### src/rtl/tx_gnt_dispatch.sv
// tx_gnt_dispatch: turns a one-hot arbiter grant into one PMTU-sized packet of beats.
// Define TX_BYTE_CNT_EN to build the per-channel transmitted byte counters.
`timescale 1ns/1ps
module tx_gnt_dispatch #(
  parameter int unsigned BEAT_BYTES = 64
) (
  input  logic        clk,
  input  logic        rst,
  input  logic        gnt_val,
  input  logic        gnt0,
  input  logic        gnt1,
  input  logic        gnt2,
  input  logic        gnt3,
  output logic        gnt_busy,
  input  logic [2:0]  pmtu0,
  input  logic [2:0]  pmtu1,
  input  logic [2:0]  pmtu2,
  input  logic [2:0]  pmtu3,
  output logic        tx_val,
  input  logic        tx_rdy,
  output logic [1:0]  tx_ch,
  output logic        tx_sop,
  output logic        tx_eop,
  output logic [12:0] tx_len,
  output logic        gnt_err
`ifdef TX_BYTE_CNT_EN
  ,
  output logic [31:0] byte_cnt0,
  output logic [31:0] byte_cnt1,
  output logic [31:0] byte_cnt2,
  output logic [31:0] byte_cnt3
`endif
);

  localparam int unsigned LEN_W      = 13;
  localparam int unsigned CNT_W      = 7;
  localparam int unsigned BC_W       = 32;
  localparam int unsigned BEAT_SHIFT = (BEAT_BYTES == 128) ? 7 : 6;

  typedef enum logic {IDLE = 1'b0, SEND = 1'b1} state_e;

  state_e           state_q;
  logic [CNT_W-1:0] cnt_q;
  logic [1:0]       ch_q;
  logic [LEN_W-1:0] len_q;
  logic             sop_q;
  logic             eop_q;
  logic             err_q;

  logic [3:0]       gnt_vec_d;
  logic             onehot_d;
  logic [1:0]       gnt_ch_d;
  logic [2:0]       pmtu_sel_d;
  logic [2:0]       code_d;
  logic [LEN_W-1:0] len_d;
  logic [CNT_W-1:0] beats_d;
  logic             beat_c;

  // Decode the grant and size the packet of the granted channel.
  always_comb begin
    gnt_vec_d = {gnt3, gnt2, gnt1, gnt0};
    onehot_d  = $onehot(gnt_vec_d);
    gnt_ch_d  = {gnt2 | gnt3, gnt1 | gnt3};
    case (gnt_ch_d)
      2'd0:    pmtu_sel_d = pmtu0;
      2'd1:    pmtu_sel_d = pmtu1;
      2'd2:    pmtu_sel_d = pmtu2;
      default: pmtu_sel_d = pmtu3;
    endcase
    code_d  = (pmtu_sel_d > 3'd4) ? 3'd4 : pmtu_sel_d;
    len_d   = LEN_W'(13'd256 << code_d);
    beats_d = CNT_W'(len_d >> BEAT_SHIFT);
    beat_c  = (state_q == SEND) && tx_rdy;
  end

  always_ff @(posedge clk or posedge rst) begin
    if (rst) begin
      state_q <= IDLE;
      cnt_q   <= '0;
      ch_q    <= '0;
      len_q   <= '0;
      sop_q   <= 1'b0;
      eop_q   <= 1'b0;
      err_q   <= 1'b0;
    end else begin
      err_q <= 1'b0;
      case (state_q)
        IDLE: begin
          if (gnt_val) begin
            if (onehot_d) begin
              state_q <= SEND;
              ch_q    <= gnt_ch_d;
              len_q   <= len_d;
              cnt_q   <= beats_d;
              sop_q   <= 1'b1;
              eop_q   <= 1'b0;
            end else begin
              err_q <= 1'b1;
            end
          end
        end
        SEND: begin
          // Packets are at least two beats long, so eop is never set at acceptance.
          if (tx_rdy) begin
            cnt_q <= cnt_q - CNT_W'(1);
            sop_q <= 1'b0;
            if (eop_q) begin
              state_q <= IDLE;
              eop_q   <= 1'b0;
            end else begin
              eop_q <= (cnt_q == CNT_W'(2));
            end
          end
        end
        default: state_q <= IDLE;
      endcase
    end
  end

  assign gnt_busy = (state_q == SEND);
  assign tx_val   = (state_q == SEND);
  assign tx_ch    = ch_q;
  assign tx_len   = len_q;
  assign tx_sop   = sop_q;
  assign tx_eop   = eop_q;
  assign gnt_err  = err_q;

`ifdef TX_BYTE_CNT_EN
  logic [BC_W-1:0] bcnt_q [4];

  // Byte totals wrap naturally at 2^32.
  always_ff @(posedge clk or posedge rst) begin
    if (rst) begin
      for (int i = 0; i < 4; i++) bcnt_q[i] <= '0;
    end else if (beat_c) begin
      bcnt_q[ch_q] <= bcnt_q[ch_q] + BC_W'(BEAT_BYTES);
    end
  end

  assign byte_cnt0 = bcnt_q[0];
  assign byte_cnt1 = bcnt_q[1];
  assign byte_cnt2 = bcnt_q[2];
  assign byte_cnt3 = bcnt_q[3];
`endif

endmodule

### config.mk
export PLATFORM = sky130hd
export DESIGN_NAME = tx_gnt_dispatch
export DESIGN_NICKNAME = d
export VERILOG_FILES = /design/src/rtl/tx_gnt_dispatch.sv
export SDC_FILE = /design/constraint.sdc
export NUM_CORES = 1
export LEC_CHECK = 0
export CAP_MARGIN = 0
export CELL_PAD_IN_SITES_DETAIL_PLACEMENT = 1
export CELL_PAD_IN_SITES_GLOBAL_PLACEMENT = 1
export CORE_ASPECT_RATIO = 1.2
export CORE_MARGIN = 2
export CORE_UTILIZATION = 36
export DETAILED_ROUTE_END_ITERATION = 8
export PLACE_DENSITY_LB_ADDON = 0.08
export SKIP_CTS_REPAIR_TIMING = 1
export SLEW_MARGIN = 15
export SYNTH_ARGS = -nofsm -noshare
export SYNTH_HDL_FRONTEND = slang
export SYNTH_SLANG_ARGS = --single-unit
### constraint.sdc
create_clock -name clk -period 4.5 [get_ports clk]
set_clock_uncertainty 0.05 [all_clocks]
set_input_delay 0.9 -clock clk [delete_from_list [all_inputs] [get_ports clk]]
set_output_delay 0.9 -clock clk [all_outputs]
set_load 0.05 [all_outputs]
==> Yosys cells after proc, flatten, opt, wreduce, memory -nomap -nowiden <==
Cells that the tools add are included.
{ "totals": {"ff_bits": 26, "out_inout_bits": 20, "elab_cells": 49} }
{ "op_classes": {"reduce_logical": 3, "n_eq_ne": 7, "n_lt_le_gt_ge": 1, "shift": 1, "add_sub_neg": 4, "muxes": 23, "bitwise": 3} }
{ "ops": {"columns": ["cell", "count"], "rows": [
  ["7-bit two-way mux", 3],
  ["1-bit two-way mux", 14],
  ["7-bit one-hot mux with 2 select lines", 1],
  ["9-bit by 3-bit left shift with 13-bit output (first input constant)", 1],
  ["3-bit one-hot mux with 3 select lines", 1],
  ["7-bit by 2-bit equality test with 1-bit output (second input constant)", 1],
  ["7-bit by 1-bit subtractor with 7-bit output (second input constant)", 1],
  ["2-bit inequality test (second input constant)", 3],
  ["1-bit one-hot mux with 2 select lines", 3],
  ["3-bit AND reduction", 2],
  ["1-bit by 1-bit adder with 2-bit output", 2],
  ["2-bit by 2-bit adder with 3-bit output", 1],
  ["3-bit by 1-bit equality test with 1-bit output (second input constant)", 1],
  ["3-bit greater-than comparator (second input constant)", 1],
  ["3-bit two-way mux", 1],
  ["2-bit by 1-bit equality test with 1-bit output (second input constant)", 1],
  ["2-bit equality test (second input constant)", 1],
  ["2-bit logical NOT", 1],
  ["1-bit bitwise OR", 2],
  ["1-bit NOT", 1]
]} }

==> Depth between registers and ports, before layout <==
{ "depth": {"ltp_word": 9, "depth_mapped": 11} }

==> Least setup slack after synthesis <==
No wires, ideal clock.
{ "synth_path": {"path_kind": "input port to flip-flop", "startpoint": "in gnt3", "endpoint": "reg cnt_q[6]", "cell_stages": 10, "setup_time_ns": 0.120, "setup_slack_ns": 1.375, "required_ns": 4.330, "t_arrival_ns": 2.955, "path_cell_list": "buf_6 > inv_1 > fa_1 > inv_1 > ha_1 > ha_1 > or3b_2 > nor2_1 > nand2_1 > o211a_1"} }
{ "synth_via": {"elab_chain_cells": 9} }
{ "synth_lines": {"columns": ["element", "line", "text"], "rows": [
  ["from (decl)", "13", "input logic gnt3,"],
  ["1-bit bitwise OR", "63", "gnt_ch_d = {gnt2 | gnt3, gnt1 | gnt3};"],
  ["2-bit equality test (tied with other cells)", "64", "case (gnt_ch_d)"],
  ["3-bit one-hot mux with 3 select lines", "64", null],
  ["3-bit greater-than comparator", "70", "code_d = (pmtu_sel_d > 3'd4) ? 3'd4 : pmtu_sel_d;"],
  ["3-bit two-way mux", "70", null],
  ["9-bit by 3-bit left shift with 13-bit output", "71", "len_d = LEN_W'(13'd256 << code_d);"],
  ["7-bit two-way mux", "90", "if (onehot_d) begin"],
  ["7-bit two-way mux", "89", "if (gnt_val) begin"],
  ["7-bit one-hot mux with 2 select lines", "87", "case (state_q)"],
  ["to (signal assigned)", "94", "cnt_q <= beats_d;"],
  ["to (signal assigned)", "105", "cnt_q <= cnt_q - CNT_W'(1);"],
  ["to (decl)", "43", "logic [CNT_W-1:0] cnt_q;"]
]} }
Several ways; a longest one is shown, not always the timed one. The select of a mux whose other input is x is not followed.
A chain may end at the register's enable or synchronous reset.

==> Worst setup path in the final report <==
Ends and elaborated chain as after synthesis.

==> impl_results.md <==
- Dpl cells: 190
- Num ports: 40
- Largest net degree at the start of global routing: 19
- Skew-Pair Late Insertion Delay: 300 ps
- Crit path cell chain: clkdlybuf4s50_1 -> inv_1 -> fa_1 -> inv_1 -> ha_1 -> ha_1 -> or3b_2 -> nor2_1 -> nand2_1 -> o211a_1
- Grt met2 use: 31.5%
- Total GRT Usage: 16.0%
- CP max stage delay: 670 ps
- Slew @ Worst Pin: 690 ps
- Type of origin of the critical path: input pin
- Met1 Use GR: 17.8%
- Synth area leaders: dfrtp_1 (38%), nand2_1 (5.9%), buf_4 (5.6%), o21ai_0 (5.0%), ha_1 (4.2%)
- Cell family with most CP delay: simple AND/OR/NAND/NOR gates
- Nets: 184
- H-Tree Depth: 1
- Flops & latches, synth: 18
- Post-synth ARST share: 100%
- Via count: 1,025
- ANT nets after route: 0
- Layout cell share with drive strength beyond 1: 12.0%
- First-pass GRT wire length: 4750 um
- Yosys top cell by area: dfrtp_1
- Layout area overhead: 26.7%
- Vias per inst: 5.28
- Placed instance area: 0.00149 sq mm
- Critical Path RT: 4650 ps
- Setup crit end kind: register
- Max Clock Freq: 0.271 GHz
- Most frequent cell after synthesis: nand2_1
- Fin cells: 194
- Hold Fails Final Rpt: 0
- Post-synthesis cell count: 129
- Crit Path Class: in2reg
- Met3 usage: 0.766%
- EDFF count, synth: 0
- Maximum capacitance violations: 0
- Mean Syn Cell Area: 9.31 sq um
- Die Y: 67.3 um
- Iter 0 DRT Violations: 18
- TNS Setup: 0 ps
- Most crowded layer after global routing: met2
- Die Width: 56.7 um
- Clock Tree Root: clkbuf_4
- Total gr overflow: 0
- Crit path buf inv count: 3
- Core Box Area: 0.00311 sq mm
- # clock sinks: 18
- Initial antenna violation count: 0
- Synth Flop Type: dfrtp_1
- Number of setup violations in the final report: 0
- IO buf count: 31
- Pleak: 0.676 nW
- Hpwl dp: 2310 um
- Num rows: 22
- Cell area after synthesis: 0.00120 sq mm
- Die area: 0.00382 sq mm
- Drt pass-1 iters: 3
- Maximum vdd drop: 0.252 mV
- Cell variety after synth: 42
- Slew Limit Fails: 0
- Vias in the first global route: 1,068
- Clock buffer depth: 2
- Post-synth top cells: nand2_1 (19), dfrtp_1 (18), o21ai_0 (12), buf_4 (9), inv_1 (9)
- Final period util: 81.9%
- Synth Warn #: 0
- Arrival time worst endpoint: 3840 ps
- CTS tree: done
- Power per cell area: 547 mW/mm^2
- Post-route cell area: 0.00152 sq mm
- Status: completed
- GP Congestion: 0.724
- Hold/Removal Path Class: reg2reg
- Crit-path slowest cell: clkdlybuf4s50_1
- Initial core utilization: 38.6%
- Seq/Total Area, Yosys: 37.5%
- RSZ-0062 raised after global routing: false
- Min Tclk post-route: 3690 ps
- CP Max Fanout: 9
- Synth top area share: 37.5%
- Worst-path clk slew: 110 ps
- DRC viols: 0
- Antenna diode count: 0
- WL final: 2750 um
- Post-detailed-route wirelength per cell: 14.2 um
- Num CTS Buffers: 3
- Relative slew slack: 54.0%
-- state kept, by name (all words and copies together) (netlist names) --
register  flops
gnt_err       1
tx_eop        1
tx_len        5
cnt_q         7
tx_ch         2
gnt_busy      1
tx_sop        1
-- stage by stage --
stage / hold slack, ps / setup slack, ps / total power [mW] / utilization, %
after CTS: 456 / 795 / 0.840 / 48.9
after detailed placement: 432 / 514 / 0.741 / 47.7
after global placement: 425 / 604 / 0.730 / 47.7
final: 450 / 815 / 0.833 / 48.9
after floorplan: 432 / 1370 / 0.603 / -
after global routing: 476 / 667 / 0.893 / 48.9
-- area by class of cell --
cell class              instances  area (sq um)
fillers                       374          1590
flip-flops and latches         18           450
multi-input cells              96           646
repair buffers                 31           310
well taps                      36          45.0
clock buffers                   4          36.3
inverters                       9          33.8
-- metal layers --
metal	share of wire [%]	vias to the layer above
li1	-	497
met1	41	495
met2	54	28
met3	3.3	5
met4	1.9	0
met5	0	-
-- placed cells by master (no fill, tap or decap), types with 2 or more instances in the layout --
cell             Yosys  layout
mux2i_1              2       2
nand2_1             19      19
clkbuf_4             0       3
o21ai_0             12      12
ha_1                 4       4
nor2b_1              4       4
inv_1                9       9
or3b_2               2       2
conb_1               1       8
a221oi_2             2       2
mux2_2               3       3
a22oi_1              2       2
a21o_1               2       2
dfrtp_1             18      18
nor2_1               5       5
a21oi_1              3       3
clkdlybuf4s50_1      0      31
nor3b_1              2       2
nand3_1              3       3
o31ai_1              2       2
-- where the power goes --
group	switching, mW	internal [mW]	leakage [nW]
sequential	0.0611	0.225	0.225
combinational	0.275	0.170	0.430
clock	0.0524	0.0493	0.0210
-- final timing paths --
path / startpoint / end / slack, ps / cells past startpoint
min in group asynchronous: rst / cnt_q[0] / 950 / 2
setup reg to reg: cnt_q[0] / cnt_q[4] / 2690 / 6
setup / recovery: gnt3 / cnt_q[6] / 810 / 10
hold / removal: tx_len[11] / tx_len[11] / 450 / 2
max in group asynchronous: rst / cnt_q[4] / 3010 / 2
hold reg to reg: tx_len[11] / tx_len[11] / 450 / 2
-- logic make-up (layout without fill, tap and decap cells) --
kind of cell | Yosys count | count (layout) | share of synthesized area [%]
AND/OR/NAND/NOR | 48 | 48 | 23.2
AO/OA/AOI/OAI | 30 | 30 | 17.7
buffers and inverters | 22 | 44 | 10.9
flip-flops | 18 | 18 | 37.5
adder cells (fa/ha/maj) | 5 | 5 | 5.83
multiplexers | 5 | 5 | 4.48
other | 1 | 8 | 0.312
-- worst min-delay path, cell delays in order (launching register included) --
cell and delay, ps:
dfrtp_1 360, nand2_1 50, o21ai_0 60
No activity file was read; power rests on OpenSTA's default activity.
